### config.mk
export PLATFORM = sky130hd
export DESIGN_NAME = stepper_router
export DESIGN_NICKNAME = d
export VERILOG_FILES = /design/src/rtl/stepper_router_pkg.sv /design/src/rtl/stepper_channel.sv /design/src/rtl/stepper_router.sv
export SDC_FILE = /design/constraint.sdc
export NUM_CORES = 1
export LEC_CHECK = 0
export ABC_AREA = 1
export ABC_CLOCK_PERIOD_IN_PS = 5900
export CORE_ASPECT_RATIO = 1.4
export CORE_MARGIN = 2
export CORE_UTILIZATION = 45
export CTS_BUF_LIST = sky130_fd_sc_hd__clkbuf_4 sky130_fd_sc_hd__clkbuf_8 sky130_fd_sc_hd__clkbuf_16
export CTS_CLUSTER_DIAMETER = 50
export DETAILED_ROUTE_END_ITERATION = 7
export PLACE_DENSITY = 0.63
export SLEW_MARGIN = 20
export SYNTH_ARGS = -nofsm -noshare
export SYNTH_HDL_FRONTEND = slang
export SYNTH_SLANG_ARGS = --single-unit
export TNS_END_PERCENT = 5
### constraint.sdc
create_clock -name clk -period 5.9 [get_ports clk]
set_input_delay 0.885 -clock clk [delete_from_list [all_inputs] [get_ports clk]]
set_output_delay 0.885 -clock clk [all_outputs]
set_load 0.005 [all_outputs]
### src/rtl/stepper_router_pkg.sv
`timescale 1ns/1ps
// Shared channel state type and width helpers for the stepper router.
package stepper_router_pkg;

    typedef enum logic [1:0] {
        IDLE  = 2'd0,
        SETUP = 2'd1,
        HIGH  = 2'd2,
        LOW   = 2'd3
    } chan_state_e;

    function automatic int unsigned sel_width(input int unsigned n_axes);
        return $clog2(n_axes + 1);
    endfunction

    function automatic int unsigned mot_width(input int unsigned n_motors);
        return (n_motors > 1) ? $clog2(n_motors) : 1;
    endfunction

    function automatic int unsigned cnt_width(input int unsigned a, input int unsigned b);
        int unsigned m;
        m = (a > b) ? a : b;
        return (m > 0) ? $clog2(m + 1) : 1;
    endfunction

endpackage

### src/rtl/stepper_channel.sv
`timescale 1ns/1ps
// One driver channel: dir setup, step width timing, one-deep pending step,
// sticky overrun and deferred (shadow -> active) selection config.
module stepper_channel
    import stepper_router_pkg::*;
#(
    parameter int unsigned DIR_SETUP = 20,
    parameter int unsigned PULSE_W   = 10,
    parameter int unsigned SEL_W     = 2
) (
    input  logic             clk,
    input  logic             rst,
    input  logic             edge_i,
    input  logic             dir_i,
    input  logic             cfg_wr_i,
    input  logic [SEL_W-1:0] cfg_sel_i,
    input  logic             cfg_inv_i,
    output logic [SEL_W-1:0] act_sel_o,
    output logic             act_inv_o,
    output logic             step_o,
    output logic             dir_o,
    output logic             busy_o,
    output logic             overrun_o
);

    localparam int unsigned CNT_W = cnt_width(DIR_SETUP, PULSE_W);

    chan_state_e      state_q, state_d;
    logic [CNT_W-1:0] cnt_q, cnt_d;
    logic             pend_q, pend_d, ovr_q, ovr_d;
    logic             step_q, step_d, dir_q, dir_d, busy_q, busy_d;
    logic [SEL_W-1:0] act_sel_q, act_sel_d, sh_sel_q, sh_sel_d;
    logic             act_inv_q, act_inv_d, sh_inv_q, sh_inv_d, sh_vld_q, sh_vld_d;
    logic             cnt_zero, want_step, dir_chg, fire, xfer;

    assign cnt_zero  = (cnt_q == '0);
    assign want_step = edge_i | pend_q;
    assign dir_chg   = (dir_i != dir_q);
    assign fire      = ((state_q == IDLE) && !dir_chg && want_step) ||
                       ((state_q == SETUP) && cnt_zero && want_step);
    assign xfer      = (state_q == IDLE) && !pend_q && sh_vld_q;

    always_ff @(posedge clk or posedge rst) begin
        if (rst) begin
            state_q   <= IDLE;
            cnt_q     <= '0;
            pend_q    <= 1'b0;
            ovr_q     <= 1'b0;
            step_q    <= 1'b0;
            dir_q     <= 1'b0;
            busy_q    <= 1'b0;
            act_sel_q <= '0;
            act_inv_q <= 1'b0;
            sh_sel_q  <= '0;
            sh_inv_q  <= 1'b0;
            sh_vld_q  <= 1'b0;
        end else begin
            state_q   <= state_d;
            cnt_q     <= cnt_d;
            pend_q    <= pend_d;
            ovr_q     <= ovr_d;
            step_q    <= step_d;
            dir_q     <= dir_d;
            busy_q    <= busy_d;
            act_sel_q <= act_sel_d;
            act_inv_q <= act_inv_d;
            sh_sel_q  <= sh_sel_d;
            sh_inv_q  <= sh_inv_d;
            sh_vld_q  <= sh_vld_d;
        end
    end

    always_comb begin
        state_d = state_q;
        unique case (state_q)
            IDLE:    if (dir_chg) state_d = SETUP;
                     else if (want_step) state_d = HIGH;
            SETUP:   if (cnt_zero) state_d = want_step ? HIGH : IDLE;
            HIGH:    if (cnt_zero) state_d = LOW;
            LOW:     if (cnt_zero) state_d = IDLE;
            default: state_d = IDLE;
        endcase
    end

    always_comb begin
        cnt_d     = cnt_zero ? cnt_q : cnt_q - CNT_W'(1);
        step_d    = step_q;
        dir_d     = dir_q;
        pend_d    = pend_q;
        ovr_d     = ovr_q;
        act_sel_d = act_sel_q;
        act_inv_d = act_inv_q;
        sh_sel_d  = sh_sel_q;
        sh_inv_d  = sh_inv_q;
        sh_vld_d  = sh_vld_q;

        unique case (state_q)
            IDLE: begin
                if (dir_chg) begin
                    dir_d = dir_i;
                    cnt_d = CNT_W'(DIR_SETUP);
                end else if (want_step) begin
                    step_d = 1'b1;
                    cnt_d  = CNT_W'(PULSE_W);
                end
            end
            SETUP: if (cnt_zero && want_step) begin
                step_d = 1'b1;
                cnt_d  = CNT_W'(PULSE_W);
            end
            HIGH: if (cnt_zero) begin
                step_d = 1'b0;
                cnt_d  = CNT_W'(PULSE_W);
            end
            default: ;
        endcase

        // A fresh edge arriving alongside a consumed pending step takes its slot.
        if (fire) begin
            pend_d = edge_i & pend_q;
        end else if (edge_i) begin
            if (pend_q) ovr_d = 1'b1;
            else        pend_d = 1'b1;
        end

        if (xfer) begin
            act_sel_d = sh_sel_q;
            act_inv_d = sh_inv_q;
            sh_vld_d  = 1'b0;
        end
        if (cfg_wr_i) begin
            sh_sel_d = cfg_sel_i;
            sh_inv_d = cfg_inv_i;
            sh_vld_d = 1'b1;
            ovr_d    = 1'b0;
        end

        busy_d = (state_d != IDLE) || sh_vld_d;
    end

    assign act_sel_o = act_sel_q;
    assign act_inv_o = act_inv_q;
    assign step_o    = step_q;
    assign dir_o     = dir_q;
    assign busy_o    = busy_q;
    assign overrun_o = ovr_q;

endmodule

### src/rtl/stepper_router.sv
`timescale 1ns/1ps
// Routes N_AXES step/dir generators onto N_MOTORS timed driver channels
// with per-channel direction inversion and deferred selection changes.
module stepper_router
    import stepper_router_pkg::*;
#(
    parameter int unsigned N_AXES    = 3,
    parameter int unsigned N_MOTORS  = 4,
    parameter int unsigned DIR_SETUP = 20,
    parameter int unsigned PULSE_W   = 10,
    parameter int unsigned SEL_W     = sel_width(N_AXES)
) (
    input  logic                             clk,
    input  logic                             rst,
    input  logic [N_AXES-1:0]                axis_step,
    input  logic [N_AXES-1:0]                axis_dir,
    input  logic                             cfg_wr,
    input  logic [mot_width(N_MOTORS)-1:0]   cfg_motor,
    input  logic [SEL_W-1:0]                 cfg_sel,
    input  logic                             cfg_invert,
    output logic [N_MOTORS-1:0]              step,
    output logic [N_MOTORS-1:0]              dir,
    output logic [N_MOTORS-1:0]              busy,
    output logic [N_MOTORS-1:0]              overrun
);

    localparam int unsigned MOT_W = mot_width(N_MOTORS);

    logic [N_AXES-1:0] s1_step_q, s1_step_d, s2_step_q, s2_step_d, s1_dir_q, s1_dir_d;
    logic [N_AXES-1:0] edge_c;
    logic [SEL_W-1:0]  cfg_sel_c;

    always_comb begin
        s1_step_d = axis_step;
        s2_step_d = s1_step_q;
        s1_dir_d  = axis_dir;
    end

    always_ff @(posedge clk or posedge rst) begin
        if (rst) begin
            s1_step_q <= '0;
            s2_step_q <= '0;
            s1_dir_q  <= '0;
        end else begin
            s1_step_q <= s1_step_d;
            s2_step_q <= s2_step_d;
            s1_dir_q  <= s1_dir_d;
        end
    end

    assign edge_c    = s1_step_q & ~s2_step_q;
    // Out-of-range select codes park the channel.
    assign cfg_sel_c = (cfg_sel > SEL_W'(N_AXES)) ? '0 : cfg_sel;

    for (genvar m = 0; m < N_MOTORS; m++) begin : g_ch
        logic [SEL_W-1:0] act_sel;
        logic             act_inv, wr_c;
        logic             eff_edge_d, eff_dir_d, eff_edge_q, eff_dir_q;

        assign wr_c = cfg_wr && (cfg_motor == MOT_W'(m));

        always_comb begin
            eff_edge_d = 1'b0;
            eff_dir_d  = act_inv;
            for (int a = 0; a < int'(N_AXES); a++) begin
                if (act_sel == SEL_W'(a + 1)) begin
                    eff_edge_d = edge_c[a];
                    eff_dir_d  = s1_dir_q[a] ^ act_inv;
                end
            end
        end

        always_ff @(posedge clk or posedge rst) begin
            if (rst) begin
                eff_edge_q <= 1'b0;
                eff_dir_q  <= 1'b0;
            end else begin
                eff_edge_q <= eff_edge_d;
                eff_dir_q  <= eff_dir_d;
            end
        end

        stepper_channel #(
            .DIR_SETUP (DIR_SETUP),
            .PULSE_W   (PULSE_W),
            .SEL_W     (SEL_W)
        ) u_chan (
            .clk       (clk),
            .rst       (rst),
            .edge_i    (eff_edge_q),
            .dir_i     (eff_dir_q),
            .cfg_wr_i  (wr_c),
            .cfg_sel_i (cfg_sel_c),
            .cfg_inv_i (cfg_invert),
            .act_sel_o (act_sel),
            .act_inv_o (act_inv),
            .step_o    (step[m]),
            .dir_o     (dir[m]),
            .busy_o    (busy[m]),
            .overrun_o (overrun[m])
        );
    end

endmodule

==> results_dict.tcl, run 1 <==
set metrics [dict create \
    syn2layout_area_growth_pct 15.3 \
    seq_area_um2 2330 \
    synth_ff_type "dfrtp_1" \
    crit_end "dir[1]" \
    skew_ns 0.00413 \
    die-area_um2 11100 \
    crit_type "flip-flop to output port" \
    track_usage 0.175 \
    vias_per_cell 4.87 \
    grt-ovfl-total 0 \
    relSlewSlack 0.546 \
    place_inst 696 \
    min_path_type "flip-flop to flip-flop" \
    synth.cell_area_um2 4620 \
    drc_errors 0 \
    core_area_um2 9950 \
    cp_max_fo 4 \
    ys_seq_area_frac 0.503 \
    tightestPinTransition_ns 0.681 \
    die_width_um 89.7 \
    ant_nets 0 \
    critPathRequiredTime_ns 5.02 \
    yosys_warnings 0 \
    yosys.area.top_type "dfrtp_1" \
    peakVddDrop_v 0.000185 \
    reg2reg_from "g_ch[2].u_chan.cnt_q[0]" \
    io_buffers 29 \
    whs_path_depth 0 \
    async_flop_share 1.00 \
    numCtsBuffers 9 \
    clk_path_buf_depth 2 \
    synth.area.top_cells "dfrtp_1 (50%), nand2_1 (13%), inv_1 (5.7%)" \
    grt_max_degree 55 \
    die_height_um 124 \
    synth-edff-count 0 \
    post_cts_resized 0 \
    max_stage_delay_ns 0.53 \
    rsz0062_at_grt "false" \
    met2WireLength_mm 4.27 \
    cts.sinks 93 \
    final.fill_count 894 \
    syn_inst 548 \
    startpoint "g_ch[1].u_chan.dir_o" \
    rows 43 \
    synth.distinct_cells 34 \
    synth_seq_cells 93 \
    clkTransAtPathRegs_ns 0.06 \
    avgSynthCellArea_um2 8.44 \
    r2r_slack_ns 4.44 \
    path_buf_inv 1 \
    synth.top_cell.area_share 0.503 \
    cts_root_buffer "clkbuf_16" \
    tritoncts "yes" \
    h-tree-depth 3 \
    status "finished, final reports clean" \
    p_per_area_nw_per_um2 527 \
    gp_congestion 0.784 \
    rr_endpoint "g_ch[2].u_chan.cnt_q[0]" \
    layout_common_cells "nand2_1 (156), dfrtp_1 (93), inv_1 (69)" \
    drv_slew 0 \
    multi_input_area_um2 1890 \
    drt_pre_antenna_iters 4 \
    wire_per_inst_um 12.2 \
    fin_cells 712 \
    vias 3469 \
    path_cells "clkdlybuf4s50_1" \
    final_nets 594 \
    antenna_found_initial 0 \
    cap_violations 0 \
    period_minus_slack_ns 2.16 \
    endpoint_kind "output port" \
    crit_path_start_kind "flip-flop" \
    worst_path_dominant_cell_family "buffers and inverters" \
    period_share 0.367 \
    hold_buffers 0 \
    p_leak_nw 2.63 \
    hold_viol 0 \
    finalSetupViolations 0 \
    cp_num_cells 1 \
    routed.top_layer "met4" \
    syn-num-nets 570 \
    setup_tns_ns 0 \
    grt_pass1_wl_mm 15.0 \
    start_util 0.464 \
    whs_ns 0.374 \
    cp.arrival_ns 1.28 \
    initialDrtViolationCount 160 \
    drive_gt1_frac 0.102 \
    clock_latency_ns 0.33 \
    maxClockFrequency_ghz 0.462 \
    dp_hpwl_mm 6.41 \
    reg2reg_depth 7 \
    wl_met3_um 266 \
    antenna_cells 0 \
    cpMaxStageDelayCell "clkdlybuf4s50_1" \
    met1Wirelength_mm 3.90 \
    layout_commonest_cell "nand2_1" \
    post_cts_buffers 0 \
    drt_wl_total_mm 8.66 \
    num_io_pins 30 \
    first_global_vias 3444 \
]
## cell families (layout without fill, tap and decap cells)
group | after synthesis | count (layout) | synth area share
AOI/OAI and AO/OA | 69 | 69 | 0.0853
xor gates and xnor gates | 11 | 11 | 0.0208
adders and majority gates | 8 | 8 | 0.0217
buffers and inverters | 93 | 122 | 0.0888
DFF | 93 | 93 | 0.503
and+or+nand+nor | 274 | 274 | 0.280
## state kept, by name, indices dropped and copies added, names as in the netlist, 8 cells and up
register	cells
g_ch.u_chan.act_sel_o	8
g_ch.u_chan.cnt_q	20
g_ch.u_chan.sh_sel_q	8
g_ch.u_chan.state_q	8
## synth_stat cells, types with 4 or more instances
| cell type | number |
|---|---|
| a21oi_1 | 14 |
| buf_4 | 16 |
| dfrtp_1 | 93 |
| ha_1 | 8 |
| inv_1 | 70 |
| inv_2 | 6 |
| nand2_1 | 156 |
| nand3_1 | 34 |
| nand3_2 | 8 |
| nand3b_1 | 5 |
| nor2_1 | 37 |
| nor2_2 | 12 |
| nor2_4 | 8 |
| o211ai_1 | 4 |
| o21ai_0 | 28 |
| o21ai_1 | 8 |
| xnor2_1 | 5 |
| xor2_1 | 6 |
## area by class of cell
type                    count  share of cell area
well taps                 135              0.0317
multi-input cells         362               0.354
clock inverters             3              0.0169
flip-flops and latches     93               0.437
clock buffers              13              0.0514
inverters                  76              0.0540
repair buffers             30              0.0559
## where the power goes
| part | switching, W | total, W | internal [W] |
|---|---|---|---|
| Sequential | 0.000221 | 0.00111 | 0.000887 |
| Clock | 0.000227 | 0.000680 | 0.000453 |
| Combinational | 0.000586 | 0.00102 | 0.000436 |
## worst min-delay path by stage
stage	slack [ns]	startpoint	end
finish	0.37	s1_step_q[1]	s2_step_q[1]
global route	0.39	s1_step_q[0]	s2_step_q[0]
CTS	0.38	s1_step_q[1]	s2_step_q[1]
detailed placement	0.36	s1_step_q[1]	s2_step_q[1]
global placement	0.36	s1_step_q[1]	s2_step_q[1]
floorplan	0.35	s1_step_q[0]	s2_step_q[0]
## metal layers
metal	global-route usage	up-vias
met5	0	-
met1	0.229	1617
li1	-	1779
met3	0.0278	18
met2	0.279	55
met4	0.0896	0
## per-stage QoR
step	setup slack, ns	instance area [um^2]	utilization	power, W
after floorplan	2.59	4620	-	0.00190
after global placement	3.50	4970	0.499	0.00210
after detailed placement	3.46	4970	0.499	0.00215
after CTS	3.71	5330	0.536	0.00284
after global routing	3.65	5330	0.536	0.00306
final	3.74	5330	0.536	0.00281
No activity file was read; power rests on OpenSTA's default activity.
==> run 2, diff against run 1 <==
--- a/config.mk
+++ b/config.mk
@@ -6,7 +6,7 @@
 export NUM_CORES = 1
 export LEC_CHECK = 0
 export ABC_AREA = 1
-export ABC_CLOCK_PERIOD_IN_PS = 5900
+export ABC_CLOCK_PERIOD_IN_PS = 2150
 export CORE_ASPECT_RATIO = 1.4
 export CORE_MARGIN = 2
 export CORE_UTILIZATION = 45
==> constraint.sdc (replaced) <==
create_clock -name clk -period 2.15 [get_ports clk]
set_input_delay 0.3225 -clock clk [delete_from_list [all_inputs] [get_ports clk]]
set_output_delay 0.3225 -clock clk [all_outputs]
set_load 0.005 [all_outputs]
==> results_dict.tcl, run 2 (synthesis gave the netlist of run 1 again) <==
set metrics [dict create \
    drt_pre_antenna_iters 4 \
    maxClockFrequency_ghz 0.614 \
    pwr-share-comb 0.377 \
    fin_cells 714 \
    reg2reg_depth 7 \
    start_util 0.464 \
    tritoncts "yes" \
    rr_endpoint "g_ch[3].u_chan.cnt_q[0]" \
    cp.arrival_ns 1.31 \
    critPathRequiredTime_ns 1.83 \
    final_nets 596 \
    layout_common_cells "nand2_1 (156), dfrtp_1 (93), inv_1 (69)" \
    min_path_type "primary input to asynchronous set/reset pin" \
    wl_met3_um 216 \
    drv_slew 0 \
    cp_max_fo 4 \
    intPower_w 0.00455 \
    die-area_um2 11100 \
    post_cts_buffers 0 \
    vias 3424 \
    drt_wl_total_mm 8.65 \
    drive_gt1_frac 0.105 \
    dp_hpwl_mm 6.43 \
    syn2layout_area_growth_pct 14.7 \
    period_share 0.758 \
    setup_tns_ns 0 \
    skew_ns 0.00590 \
    r2r_slack_ns 0.71 \
    largest_reg_flops 20 \
    gp_congestion 0.825 \
    core_area_um2 9950 \
    cp_num_cells 1 \
    post_cts_resized 0 \
    layout_commonest_cell "nand2_1" \
    p_leak_nw 2.61 \
    tightestPinTransition_ns 0.378 \
    hold_buffers 0 \
    path_buf_inv 1 \
    antenna_cells 0 \
    io_buffers 29 \
    met2WireLength_mm 4.28 \
    switchingPower_w 0.00286 \
    p_sw_frac 0.386 \
    rows 43 \
    grt-ovfl-total 0 \
    place_area_um2 5010 \
    clkTransAtPathRegs_ns 0.06 \
    grt_pass1_wl_mm 15.3 \
    final_cell_area_um2 5300 \
    place_inst 698 \
    reg2reg_from "g_ch[3].u_chan.cnt_q[0]" \
    path_cells "clkdlybuf4s50_1" \
    period_minus_slack_ns 1.63 \
    p_per_area_nw_per_um2 1400 \
    rsz0062_at_grt "false" \
    cpMaxStageDelayCell "clkdlybuf4s50_1" \
    die_width_um 89.7 \
    clock_latency_ns 0.34 \
    status "finished, final reports clean" \
    power_frac_seq 0.411 \
    max_stage_delay_ns 0.53 \
    numCtsBuffers 9 \
    h-tree-depth 3 \
    vias_per_cell 4.80 \
    cts.sinks 93 \
    wire_per_inst_um 12.1 \
    startpoint "g_ch[1].u_chan.dir_o" \
    track_usage 0.178 \
    finalSetupViolations 0 \
    p_clk_frac 0.212 \
    crit_type "flip-flop to output port" \
    crit_path_start_kind "flip-flop" \
    relSlewSlack 0.745 \
    peakVddDrop_v 0.000679 \
    endpoint_kind "output port" \
    crit_end "dir[1]" \
    drc_errors 0 \
    die_height_um 124 \
    initialDrtViolationCount 203 \
    whs_ns 0.310 \
    worst_path_dominant_cell_family "buffers and inverters" \
    routed.top_layer "met4" \
    cts_root_buffer "clkbuf_16" \
    antenna_found_initial 0 \
    hold_viol 0 \
    num_io_pins 30 \
    met1Wirelength_mm 3.97 \
    ant_nets 0 \
    cap_violations 0 \
    regMostFlops "g_ch.u_chan.cnt_q" \
    clk_path_buf_depth 2 \
    grt_max_degree 34 \
    first_global_vias 3422 \
    p_total_w 0.00742 \
]
## run 2: power groups by stage
stage / registers [W] / clock network [W] / logic (W)
floorplan: 0.00293 / 0 / 0.00229
global placement: 0.00306 / 0 / 0.00271
detailed placement: 0.00308 / 0 / 0.00281
CTS: 0.00306 / 0.00160 / 0.00283
global route: 0.00316 / 0.00169 / 0.00326
finish: 0.00305 / 0.00157 / 0.00280
## run 2: cell type report
cell class	instances	area, um^2
Clock buffer	10	233
Clock inverter	6	62.6
Fill cell	933	4650
Inverter	76	289
Multi-Input combinational cell	362	1890
Sequential cell	93	2330
Tap cell	135	169
Timing Repair Buffer	32	338
## run 2: worst min path at each step
stage / from / to / slack, ns / cells after the start
finish: rst / s1_step_q[0] / 0.31 / 2
global route: rst / s1_step_q[0] / 0.33 / 2
CTS: rst / s1_step_q[0] / 0.31 / 2
detailed placement: s1_step_q[0] / s2_step_q[0] / 0.37 / 0
global placement: s1_step_q[1] / s2_step_q[1] / 0.36 / 0
floorplan: s1_step_q[0] / s2_step_q[0] / 0.35 / 0
## run 2: metal layers
metal | global-route usage | vias up
li1 | - | 1777
met1 | 0.223 | 1597
met2 | 0.301 | 39
met3 | 0.0345 | 11
met4 | 0.0690 | 0
met5 | 0 | -
## run 2: stage by stage
step	utilization	setup slack, ns
finish	0.533	0.521
global route	0.533	0.481
CTS	0.533	0.503
detailed placement	0.503	0.602
global placement	0.503	0.629
floorplan	-	0.736
